**src/rtl/stage_if_pkg.sv**
```systemverilog
// Shared definitions for the instruction-fetch stage: bus widths, FSM state
// encoding and the byte-address helper used by the fetch sequencer.
package stage_if_pkg;

    localparam int ADDR_W         = 32;
    localparam int INST_W         = 32;
    localparam int BYTE_W         = 8;
    localparam int IC_INDEX_W_DEF = 6;

    typedef enum logic [1:0] {
        ST_FETCH = 2'd0,
        ST_WAIT  = 2'd1,
        ST_HOLD  = 2'd2
    } state_t;

    // Address of byte idx within the word starting at base (32-bit modulo).
    function automatic logic [ADDR_W-1:0] byte_addr(input logic [ADDR_W-1:0] base,
                                                    input logic [1:0]        idx);
        return base + {{(ADDR_W-2){1'b0}}, idx};
    endfunction

endpackage

```
**src/rtl/stage_if_if.sv**
```systemverilog
// Byte-wide instruction memory bus between the fetch stage (master) and the
// memory system (slave). One request per byte; data returns on mem_valid.
interface stage_if_if;
    import stage_if_pkg::*;

    logic              mem_req;
    logic [ADDR_W-1:0] mem_addr;
    logic              mem_ready;
    logic              mem_valid;
    logic [BYTE_W-1:0] mem_data;

    modport master (
        output mem_req,
        output mem_addr,
        input  mem_ready,
        input  mem_valid,
        input  mem_data
    );

    modport slave (
        input  mem_req,
        input  mem_addr,
        output mem_ready,
        output mem_valid,
        output mem_data
    );

endinterface

```
**src/rtl/stage_if_icache.sv**
```systemverilog
// Direct-mapped word cache for the fetch stage, compiled only when the
// IF_ICACHE_EN macro is defined. Read port is combinational, write port is
// synchronous. Only the valid bits are reset; tag/data contents are don't-care
// until their line is marked valid.
`ifdef IF_ICACHE_EN
module stage_if_icache
    import stage_if_pkg::*;
#(
    parameter int IC_INDEX_W = IC_INDEX_W_DEF
) (
    input  logic              clock,
    input  logic              reset,
    input  logic [ADDR_W-1:0] rd_pc,
    output logic              rd_hit,
    output logic [INST_W-1:0] rd_data,
    input  logic              wr_en,
    input  logic [ADDR_W-1:0] wr_pc,
    input  logic [INST_W-1:0] wr_data
);

    localparam int LINES = 1 << IC_INDEX_W;
    localparam int TAG_W = ADDR_W - IC_INDEX_W - 2;

    logic [LINES-1:0]      line_vld;
    logic [TAG_W-1:0]      tag_mem  [LINES];
    logic [INST_W-1:0]     data_mem [LINES];
    logic [IC_INDEX_W-1:0] rd_idx;
    logic [IC_INDEX_W-1:0] wr_idx;
    logic [3:0]            pc_lsb_unused;

    assign rd_idx        = rd_pc[IC_INDEX_W+1:2];
    assign wr_idx        = wr_pc[IC_INDEX_W+1:2];
    assign pc_lsb_unused = {rd_pc[1:0], wr_pc[1:0]};

    assign rd_hit  = line_vld[rd_idx] && (tag_mem[rd_idx] == rd_pc[ADDR_W-1:IC_INDEX_W+2]);
    assign rd_data = data_mem[rd_idx];

    // Valid bits: cleared by reset, set when a completed fetch fills the line.
    always_ff @(posedge clock or negedge reset) begin
        if (!reset) begin
            line_vld <= '0;
        end else if (wr_en) begin
            line_vld[wr_idx] <= 1'b1;
        end
    end

    // Tag and data storage: written on fill, never reset.
    always_ff @(posedge clock) begin
        if (wr_en) begin
            tag_mem[wr_idx]  <= wr_pc[ADDR_W-1:IC_INDEX_W+2];
            data_mem[wr_idx] <= wr_data;
        end
    end

endmodule
`endif

```
**src/rtl/stage_if.sv**
```systemverilog
// Instruction-fetch stage. Assembles a 32-bit little-endian instruction from
// four byte requests on the memory bus, tags it with the branch-buffer
// prediction for its PC and holds it until downstream accepts it. A jump
// redirects the PC at any time; a byte already in flight is dropped.
// Optional feature: define IF_ICACHE_EN to add a direct-mapped word cache
// (stage_if_icache) that turns a hit into a single-cycle fetch.
module stage_if
    import stage_if_pkg::*;
#(
    parameter int IC_INDEX_W = IC_INDEX_W_DEF
) (
    input  logic              clock,
    input  logic              reset,
    input  logic              stall,
    input  logic              jump,
    input  logic [ADDR_W-1:0] jump_target,
    output logic [ADDR_W-1:0] btb_pc,
    input  logic [ADDR_W-1:0] btb_next,
    input  logic              btb_pred,
    stage_if_if.master        mem,
    output logic              inst_valid,
    output logic [INST_W-1:0] inst,
    output logic [ADDR_W-1:0] inst_pc,
    output logic              inst_pred,
    output logic [ADDR_W-1:0] inst_pred_pc
);

    state_t            state, state_n;
    logic [ADDR_W-1:0] pc, pc_n;
    logic [1:0]        cnt, cnt_n;
    logic              drop, drop_n;
    logic              inst_valid_n;
    logic [INST_W-1:0] inst_n;
    logic [ADDR_W-1:0] inst_pc_n;
    logic              inst_pred_n;
    logic [ADDR_W-1:0] inst_pred_pc_n;
    logic              req;
    logic              enter_hold;
    logic              fill_we;
    logic              ic_hit;
    logic [INST_W-1:0] ic_data;

    assign btb_pc       = pc;
    assign mem.mem_addr = byte_addr(pc, cnt);
    // The state register sits at FETCH while reset is held, so the request is
    // masked until reset is released.
    assign mem.mem_req  = req && reset;

`ifdef IF_ICACHE_EN
    stage_if_icache #(
        .IC_INDEX_W (IC_INDEX_W)
    ) u_icache (
        .clock   (clock),
        .reset   (reset),
        .rd_pc   (pc),
        .rd_hit  (ic_hit),
        .rd_data (ic_data),
        .wr_en   (fill_we),
        .wr_pc   (pc),
        .wr_data ({mem.mem_data, inst[23:0]})
    );
`else
    logic [IC_INDEX_W:0] ic_unused;
    assign ic_hit    = 1'b0;
    assign ic_data   = '0;
    assign ic_unused = {fill_we, pc[IC_INDEX_W+1:2]};
`endif

    // Next-state and bus outputs; jump is applied last so it overrides all.
    always_comb begin
        state_n        = state;
        pc_n           = pc;
        cnt_n          = cnt;
        drop_n         = drop;
        inst_valid_n   = inst_valid;
        inst_n         = inst;
        inst_pc_n      = inst_pc;
        inst_pred_n    = inst_pred;
        inst_pred_pc_n = inst_pred_pc;
        req            = 1'b0;
        enter_hold     = 1'b0;
        fill_we        = 1'b0;

        case (state)
            ST_FETCH: begin
                if (drop) begin
                    // Wait for the orphaned byte of an aborted fetch and discard it.
                    if (mem.mem_valid) begin
                        drop_n = 1'b0;
                    end
                end else if (ic_hit && (cnt == 2'd0)) begin
                    inst_n     = ic_data;
                    enter_hold = 1'b1;
                end else begin
                    req = 1'b1;
                    if (mem.mem_ready) begin
                        state_n = ST_WAIT;
                    end
                end
            end
            ST_WAIT: begin
                if (mem.mem_valid) begin
                    inst_n[{cnt, 3'b000} +: BYTE_W] = mem.mem_data;
                    if (cnt == 2'd3) begin
                        enter_hold = 1'b1;
                        fill_we    = 1'b1;
                    end else begin
                        cnt_n   = cnt + 2'd1;
                        state_n = ST_FETCH;
                    end
                end
            end
            ST_HOLD: begin
                if (!stall) begin
                    pc_n         = inst_pred_pc;
                    cnt_n        = 2'd0;
                    inst_valid_n = 1'b0;
                    state_n      = ST_FETCH;
                end
            end
            default: begin
                state_n = ST_FETCH;
            end
        endcase

        if (enter_hold) begin
            state_n        = ST_HOLD;
            inst_valid_n   = 1'b1;
            inst_pc_n      = pc;
            inst_pred_n    = btb_pred;
            inst_pred_pc_n = btb_next;
        end

        if (jump) begin
            state_n        = ST_FETCH;
            pc_n           = jump_target;
            cnt_n          = 2'd0;
            inst_valid_n   = 1'b0;
            inst_n         = inst;
            inst_pc_n      = inst_pc;
            inst_pred_n    = inst_pred;
            inst_pred_pc_n = inst_pred_pc;
            req            = 1'b0;
            fill_we        = 1'b0;
            // A byte still outstanding from WAIT must not land in the new fetch;
            // one returning in this very cycle is simply ignored.
            if ((state == ST_WAIT) && !mem.mem_valid) begin
                drop_n = 1'b1;
            end
        end
    end

    // State register for the FSM, PC, byte counter and the held instruction.
    always_ff @(posedge clock or negedge reset) begin
        if (!reset) begin
            state        <= ST_FETCH;
            pc           <= '0;
            cnt          <= 2'd0;
            drop         <= 1'b0;
            inst_valid   <= 1'b0;
            inst         <= '0;
            inst_pc      <= '0;
            inst_pred    <= 1'b0;
            inst_pred_pc <= '0;
        end else begin
            state        <= state_n;
            pc           <= pc_n;
            cnt          <= cnt_n;
            drop         <= drop_n;
            inst_valid   <= inst_valid_n;
            inst         <= inst_n;
            inst_pc      <= inst_pc_n;
            inst_pred    <= inst_pred_n;
            inst_pred_pc <= inst_pred_pc_n;
        end
    end

endmodule

```
**src/flat_wrapper.sv**
```systemverilog
// flat-port wrapper written by rule: the top's interface ports become plain ports
module stage_if_flat import stage_if_pkg::*;
#(
    parameter int IC_INDEX_W = IC_INDEX_W_DEF
)
  (clock, reset, stall, jump, jump_target, btb_pc, btb_next, btb_pred, inst_valid, inst, inst_pc, inst_pred, inst_pred_pc, mem_mem_req, mem_mem_addr, mem_mem_ready, mem_mem_valid, mem_mem_data);
  stage_if_if mem_i ();
  input  logic clock;
  input  logic reset;
  input  logic stall;
  input  logic jump;
  input  logic [ADDR_W-1:0] jump_target;
  output logic [ADDR_W-1:0] btb_pc;
  input  logic [ADDR_W-1:0] btb_next;
  input  logic btb_pred;
  output logic inst_valid;
  output logic [INST_W-1:0] inst;
  output logic [ADDR_W-1:0] inst_pc;
  output logic inst_pred;
  output logic [ADDR_W-1:0] inst_pred_pc;
  output wire logic [$bits(mem_i.mem_req)-1:0] mem_mem_req;
  output wire logic [$bits(mem_i.mem_addr)-1:0] mem_mem_addr;
  input wire logic [$bits(mem_i.mem_ready)-1:0] mem_mem_ready;
  input wire logic [$bits(mem_i.mem_valid)-1:0] mem_mem_valid;
  input wire logic [$bits(mem_i.mem_data)-1:0] mem_mem_data;
  assign mem_mem_req = mem_i.mem_req;
  assign mem_mem_addr = mem_i.mem_addr;
  assign mem_i.mem_ready = mem_mem_ready;
  assign mem_i.mem_valid = mem_mem_valid;
  assign mem_i.mem_data = mem_mem_data;
  stage_if #(.IC_INDEX_W(IC_INDEX_W)) u_core (.clock(clock), .reset(reset), .stall(stall), .jump(jump), .jump_target(jump_target), .btb_pc(btb_pc), .btb_next(btb_next), .btb_pred(btb_pred), .mem(mem_i), .inst_valid(inst_valid), .inst(inst), .inst_pc(inst_pc), .inst_pred(inst_pred), .inst_pred_pc(inst_pred_pc));
endmodule
```
**config.mk**
```make
export PLATFORM = sky130hd
export DESIGN_NAME = stage_if_flat
export DESIGN_NICKNAME = d
export VERILOG_FILES = /design/src/rtl/stage_if_pkg.sv /design/src/rtl/stage_if_if.sv /design/src/rtl/stage_if_icache.sv /design/src/rtl/stage_if.sv /design/src/flat_wrapper.sv
export SDC_FILE = /design/constraint.sdc
export NUM_CORES = 1
export LEC_CHECK = 0
export CORE_ASPECT_RATIO = 0.7
export CORE_MARGIN = 8
export CORE_UTILIZATION = 31
export CTS_BUF_LIST = sky130_fd_sc_hd__clkbuf_4 sky130_fd_sc_hd__clkbuf_8
export CTS_CLUSTER_DIAMETER = 200
export CTS_CLUSTER_SIZE = 12
export DETAILED_ROUTE_END_ITERATION = 16
export GPL_ROUTABILITY_DRIVEN = 0
export SETUP_SLACK_MARGIN = 0.02
export SLEW_MARGIN = 20
export SYNTH_ARGS = -nofsm -noshare
export SYNTH_HDL_FRONTEND = slang
export SYNTH_SLANG_ARGS = --single-unit
```
**constraint.sdc**
```tcl
create_clock -name clock -period 7.1 [get_ports clock]
set_clock_uncertainty 0.05 [all_clocks]
set_input_delay 1.42 -clock clock [delete_from_list [all_inputs] [get_ports clock]]
set_output_delay 1.42 -clock clock [all_outputs]
set_load 0.01 [all_outputs]
```
Word-level counts from Yosys, hierarchy flattened
Index checks and enable logic that the tools add are counted.
{"block": "totals", "reg_bits": 135, "word_cells": 72}
{"block": "classes", "addsub": 3, "eq_ne": 13, "shift": 2, "mux": 31, "bitwise_logic": 1, "reduce_logical": 13}
{"cell": "32-bit two-way mux", "count": 3}
{"cell": "32-bit by 2-bit adder with 32-bit output", "count": 1}
{"cell": "32-bit bitwise mux", "count": 1}
{"cell": "8-bit by 7-bit variable shift with 32-bit output, first input constant", "count": 1}
{"cell": "8-bit by 7-bit variable part select with 32-bit output", "count": 1}
{"cell": "2-bit two-way mux", "count": 10}
{"cell": "4-bit by 3-bit inequality test with 1-bit output, second input constant", "count": 4}
{"cell": "1-bit two-way mux", "count": 15}
{"cell": "3-bit inequality test, second input constant", "count": 3}
{"cell": "5-bit negation with 7-bit output", "count": 1}
{"cell": "2-bit one-hot mux with 3 select lines", "count": 1}
{"cell": "2-bit AND reduction", "count": 3}
{"cell": "3-bit nonzero test", "count": 2}
{"cell": "5-bit AND reduction", "count": 1}
{"cell": "2-bit equality test, second input constant", "count": 2}
{"cell": "4-bit inequality test, second input constant", "count": 1}
{"cell": "2-bit one-hot mux with 2 select lines", "count": 1}
{"cell": "4-bit AND reduction", "count": 1}
{"cell": "3-bit by 1-bit inequality test with 1-bit output, second input constant", "count": 1}
{"cell": "3-bit AND reduction", "count": 1}
{"cell": "2-bit by 1-bit adder with 2-bit output, second input constant", "count": 1}
{"cell": "2-bit by 1-bit equality test with 1-bit output, second input constant", "count": 1}
{"cell": "1-bit logical AND", "count": 2}
{"cell": "2-bit zero test", "count": 1}
{"cell": "4 further kinds", "count": 4}

Longest topological paths before layout
{"block": "depth", "word_depth": 6, "ltp_mapped": 7, "ltp_nobuf": 6}

Least setup slack after synthesis
Ideal clock, no wire load.
{"block": "synth_path", "path_kind": "reg2out", "start": "register u_core.cnt[0]", "end": "output mem_mem_addr[24]", "arrival_time_ns": 2.160, "required_time_ns": 5.630, "slack_ns": 3.470, "path_stages_with_launch": 7, "n_path_buf": 0, "path_cell_list": "dfrtp_1 ha_1 inv_1 fa_1 or4_4 nor3_2 xor2_1"}
{"block": "synth_between", "elab_chain_len": 1}
{"item": "from (decl)", "line": "stage_if.sv:30", "source": "logic [1:0] cnt, cnt_n;"}
{"item": "from (signal assigned)", "line": "stage_if.sv:168", "source": "cnt <= cnt_n;"}
{"item": "32-bit by 2-bit adder with 32-bit output", "line": "stage_if_pkg.sv:19", "source": "return base + {{(ADDR_W-2){1'b0}}, idx};"}
{"item": "to (decl)", "line": "flat_wrapper.sv:22", "source": "output wire logic [$bits(mem_i.mem_addr)-1:0] mem_mem_addr;"}
Every way passes these cells.

Final worst setup path
Same ends and word-level chain as after synthesis.

==> results.py <==
metrics = {
    "critical_path": {
        "crit_required_ns": 5.63,
        "r2r_start": "u_core.cnt[0]",
        "worstSetupStartpointType": "flop",
        "reg2reg_to": "u_core.inst[18]",
        "cp_max_fo": 7,
        "critical_path_class": "flop to output port",
        "cp.arrival_ns": 3.39,
        "worst_r2r_path_depth": 6,
        "endpoint_kind": "output port",
        "ff2ff_setup_slack_ns": 4.85,
    },
    "clock_network": {
        "post_cts_buffers": 0,
        "cts_resized": 0,
        "cts_sinks": 135,
        "hold_buffers": 0,
        "htree_levels": 4,
        "path_clk_slew_ns": 0.09,
        "cts_tree": "built",
        "cts.path.max_buffers": 2,
        "cts_buffers": 17,
        "cts-root-buf": "clkbuf_8",
        "insertion_delay_ns": 0.44,
    },
    "detailed_routing": {
        "route.vias.total": 5145,
        "drt_wl_total_um": 21200,
        "firstDrtPassIters": 4,
        "route.detailed.drc": 0,
        "detail-route-antenna-nets": 0,
        "routedWlPerCell_um": 19.68,
        "drtIter0Drc": 323,
        "via_per_inst": 4.777,
    },
    "global_routing": {
        "grt_first_pass_wirelength_um": 32600,
        "grt_pass1_vias": 5525,
        "grt_usage_pct": 16.94,
        "antenna_found_initial": 1,
        "grt_max_degree": 85,
        "grt_overflow": 0,
    },
    "cells_and_area": {
        "layout_common_cells": "clkdlybuf4s50_1, dfrtp_1, nand2_1",
        "final_common_cell": "clkdlybuf4s50_1",
        "fin_cells": 1077,
        "diodes": 0,
        "drive_gt1_share_pct": 14.00,
        "fin_nets": 881,
        "syn_to_final_growth_pct": 48.92,
    },
    "placed_design": {
        "dp.cells": 1045,
        "dp_hpwl_um": 15750,
        "dp_slack_ns": 2.717,
        "io_buffers": 241,
    },
    "die": {
        "die_w_um": 185.6,
        "initial_utilization_pct": 31.52,
        "io-pin-count": 242,
        "core_mm2": 0.01980,
        "chipHeight_um": 134.7,
        "die_area_mm2": 0.02500,
        "rows": 43,
    },
    "yosys": {
        "seq_area_frac_synth_pct": 54.13,
        "syn_inst": 558,
        "synth_area_mm2": 0.006241,
        "synth_cell_types": 38,
        "syn_area_per_cell_um2": 11.18,
        "synth_edf_count": 0,
        "synthAdderAreaFrac_pct": 1.724,
        "ys_ff_latch": 135,
        "ys.flop_type": "dfrtp_1",
        "async_flop_share_pct": 100.0,
        "syn-num-nets": 645,
        "synth_compound_area_share_pct": 6.656,
        "synth_top_family_by_area": "multiplexers",
        "synth_warnings": 0,
        "synthMuxAreaShare_pct": 16.00,
        "synthSimpleGateAreaFrac_pct": 14.29,
        "yosys.area_share.xor_xnor_pct": 4.210,
    },
    "sta": {
        "period_share_pct": 68.39,
        "rsz0062_at_grt": "no",
        "relSlewSlack_pct": 34.71,
        "finalHoldViolCount": 0,
        "drv_slew": 0,
        "fmax_ghz": 0.2059,
        "finalWorstSetupSlack_ns": 2.244,
        "min_period_ns": 4.856,
        "whs_ns": 0.4370,
        "setup_viol": 0,
        "worst_pin_slew_ns": 0.9718,
        "setup_tns_ns": 0,
    },
    "worst_hold_path": {
        "hold_depth": 2,
        "holdCritStartpoint": "u_core.inst[26]",
        "holdCritPathClass": "flop to flop",
        "hold_end": "u_core.inst[26]",
    },
    "power": {
        "switching_power_uw": 644.0,
        "power_frac_comb_pct": 23.8,
        "sw_frac_of_total_pct": 30.49,
        "p_seq_share_pct": 44.5,
        "irDropWorstVdd_uv": 100.2,
        "power.density_mw_per_mm2": 227.3,
        "power.leakage_nw": 3.929,
        "clkPwrFrac_pct": 31.7,
        "intPower_mw": 1.468,
    },
    "status": {
        "outcome": "complete, no violations",
    },
    "flow_run": {
        "cap_violations": 0,
    },
}
-- worst max-delay path: stages, from the launching register on --
cell and delay [ns]:
dfrtp_1 0.49, ha_1 0.23, inv_1 0.06, fa_1 0.53, or4_4 0.64, nor3_2 0.19, xor2_1 0.21, clkdlybuf4s50_1 0.58
-- worst max path at each step --
stage                             start               end  depth (start not counted)
final                     u_core.cnt[0]  mem_mem_addr[24]                          7
after global placement    u_core.cnt[0]  mem_mem_addr[30]                          7
after detailed placement  u_core.cnt[0]  mem_mem_addr[18]                          7
after floorplan           u_core.cnt[0]  mem_mem_addr[24]                          6
after global routing      u_core.cnt[0]  mem_mem_addr[18]                          7
after CTS                 u_core.cnt[0]  mem_mem_addr[18]                          7
-- metrics by stage --
step                      power (mW)  cell area (um^2)  util [%]
after floorplan                1.120              6241         -
after global placement         1.456              8874     44.82
after detailed placement       1.464              8874     44.82
after CTS                      2.150              9285     46.90
after global routing           2.229              9294     46.94
final                          2.112              9294     46.94
-- synth_stat cells, drive strengths merged, types with 6 or more instances --
master	number	share of area (%)
inv	10	0.60
nand4	9	1.1
nor2	6	0.36
clkbuf	12	0.72
dfrtp	135	54
a21oi	6	0.48
ha	7	1.4
xnor2	22	3.1
nand2	115	6.9
nand3	10	0.88
buf	15	1.7
mux2i	30	4.8
nor3	11	1.2
mux2	62	11
o21ai	71	5.7
xor2	8	1.1
and3	8	0.80
-- metal layers --
| layer | GRT usage (%) | vias to the layer above | part of all wire, % |
|---|---|---|---|
| li1 | - | 2410 | - |
| met1 | 21.94 | 2497 | 44 |
| met2 | 24.12 | 214 | 42 |
| met3 | 9.286 | 22 | 13 |
| met4 | 4.266 | 2 | 1.1 |
| met5 | 0 | - | 0.061 |
-- kinds of logic (layout without fill, tap and decap cells) --
kind of cell | after synthesis | after routing
xor gates and xnor gates | 30 | 30
muxes | 92 | 92
buffers and inverters | 37 | 286
adders and majority gates | 8 | 8
AOI/OAI and AO/OA | 81 | 81
and+or+nand+nor | 175 | 175
DFF | 135 | 135
-- area by class of cell --
type / count / area [um^2]
flip-flops and latches: 135 / 3378
clock buffers: 18 / 247.7
multi-input cells: 386 / 2698
clock inverters: 14 / 163.9
repair buffers: 244 / 2431
fillers: 1886 / 10510
inverters: 10 / 37.54
well taps: 270 / 337.8
-- power groups by stage --
stage                     Clock (mW)  Combinational (mW)  Sequential (mW)
final                          0.670               0.502            0.940
after global routing           0.729               0.546            0.955
after CTS                      0.697               0.512            0.941
after detailed placement           0               0.508            0.956
after global placement             0               0.505            0.951
after floorplan                    0               0.154            0.966
-- registers in the layout (all words and copies together) (netlist names) --
signal / cells
u_core.btb_pc: 32
u_core.cnt: 2
u_core.drop: 1
u_core.inst: 32
u_core.inst_pc: 32
u_core.inst_pred: 1
u_core.inst_pred_pc: 32
u_core.inst_valid: 1
u_core.state: 2
Note: power is estimated with default switching activity, not from simulation.
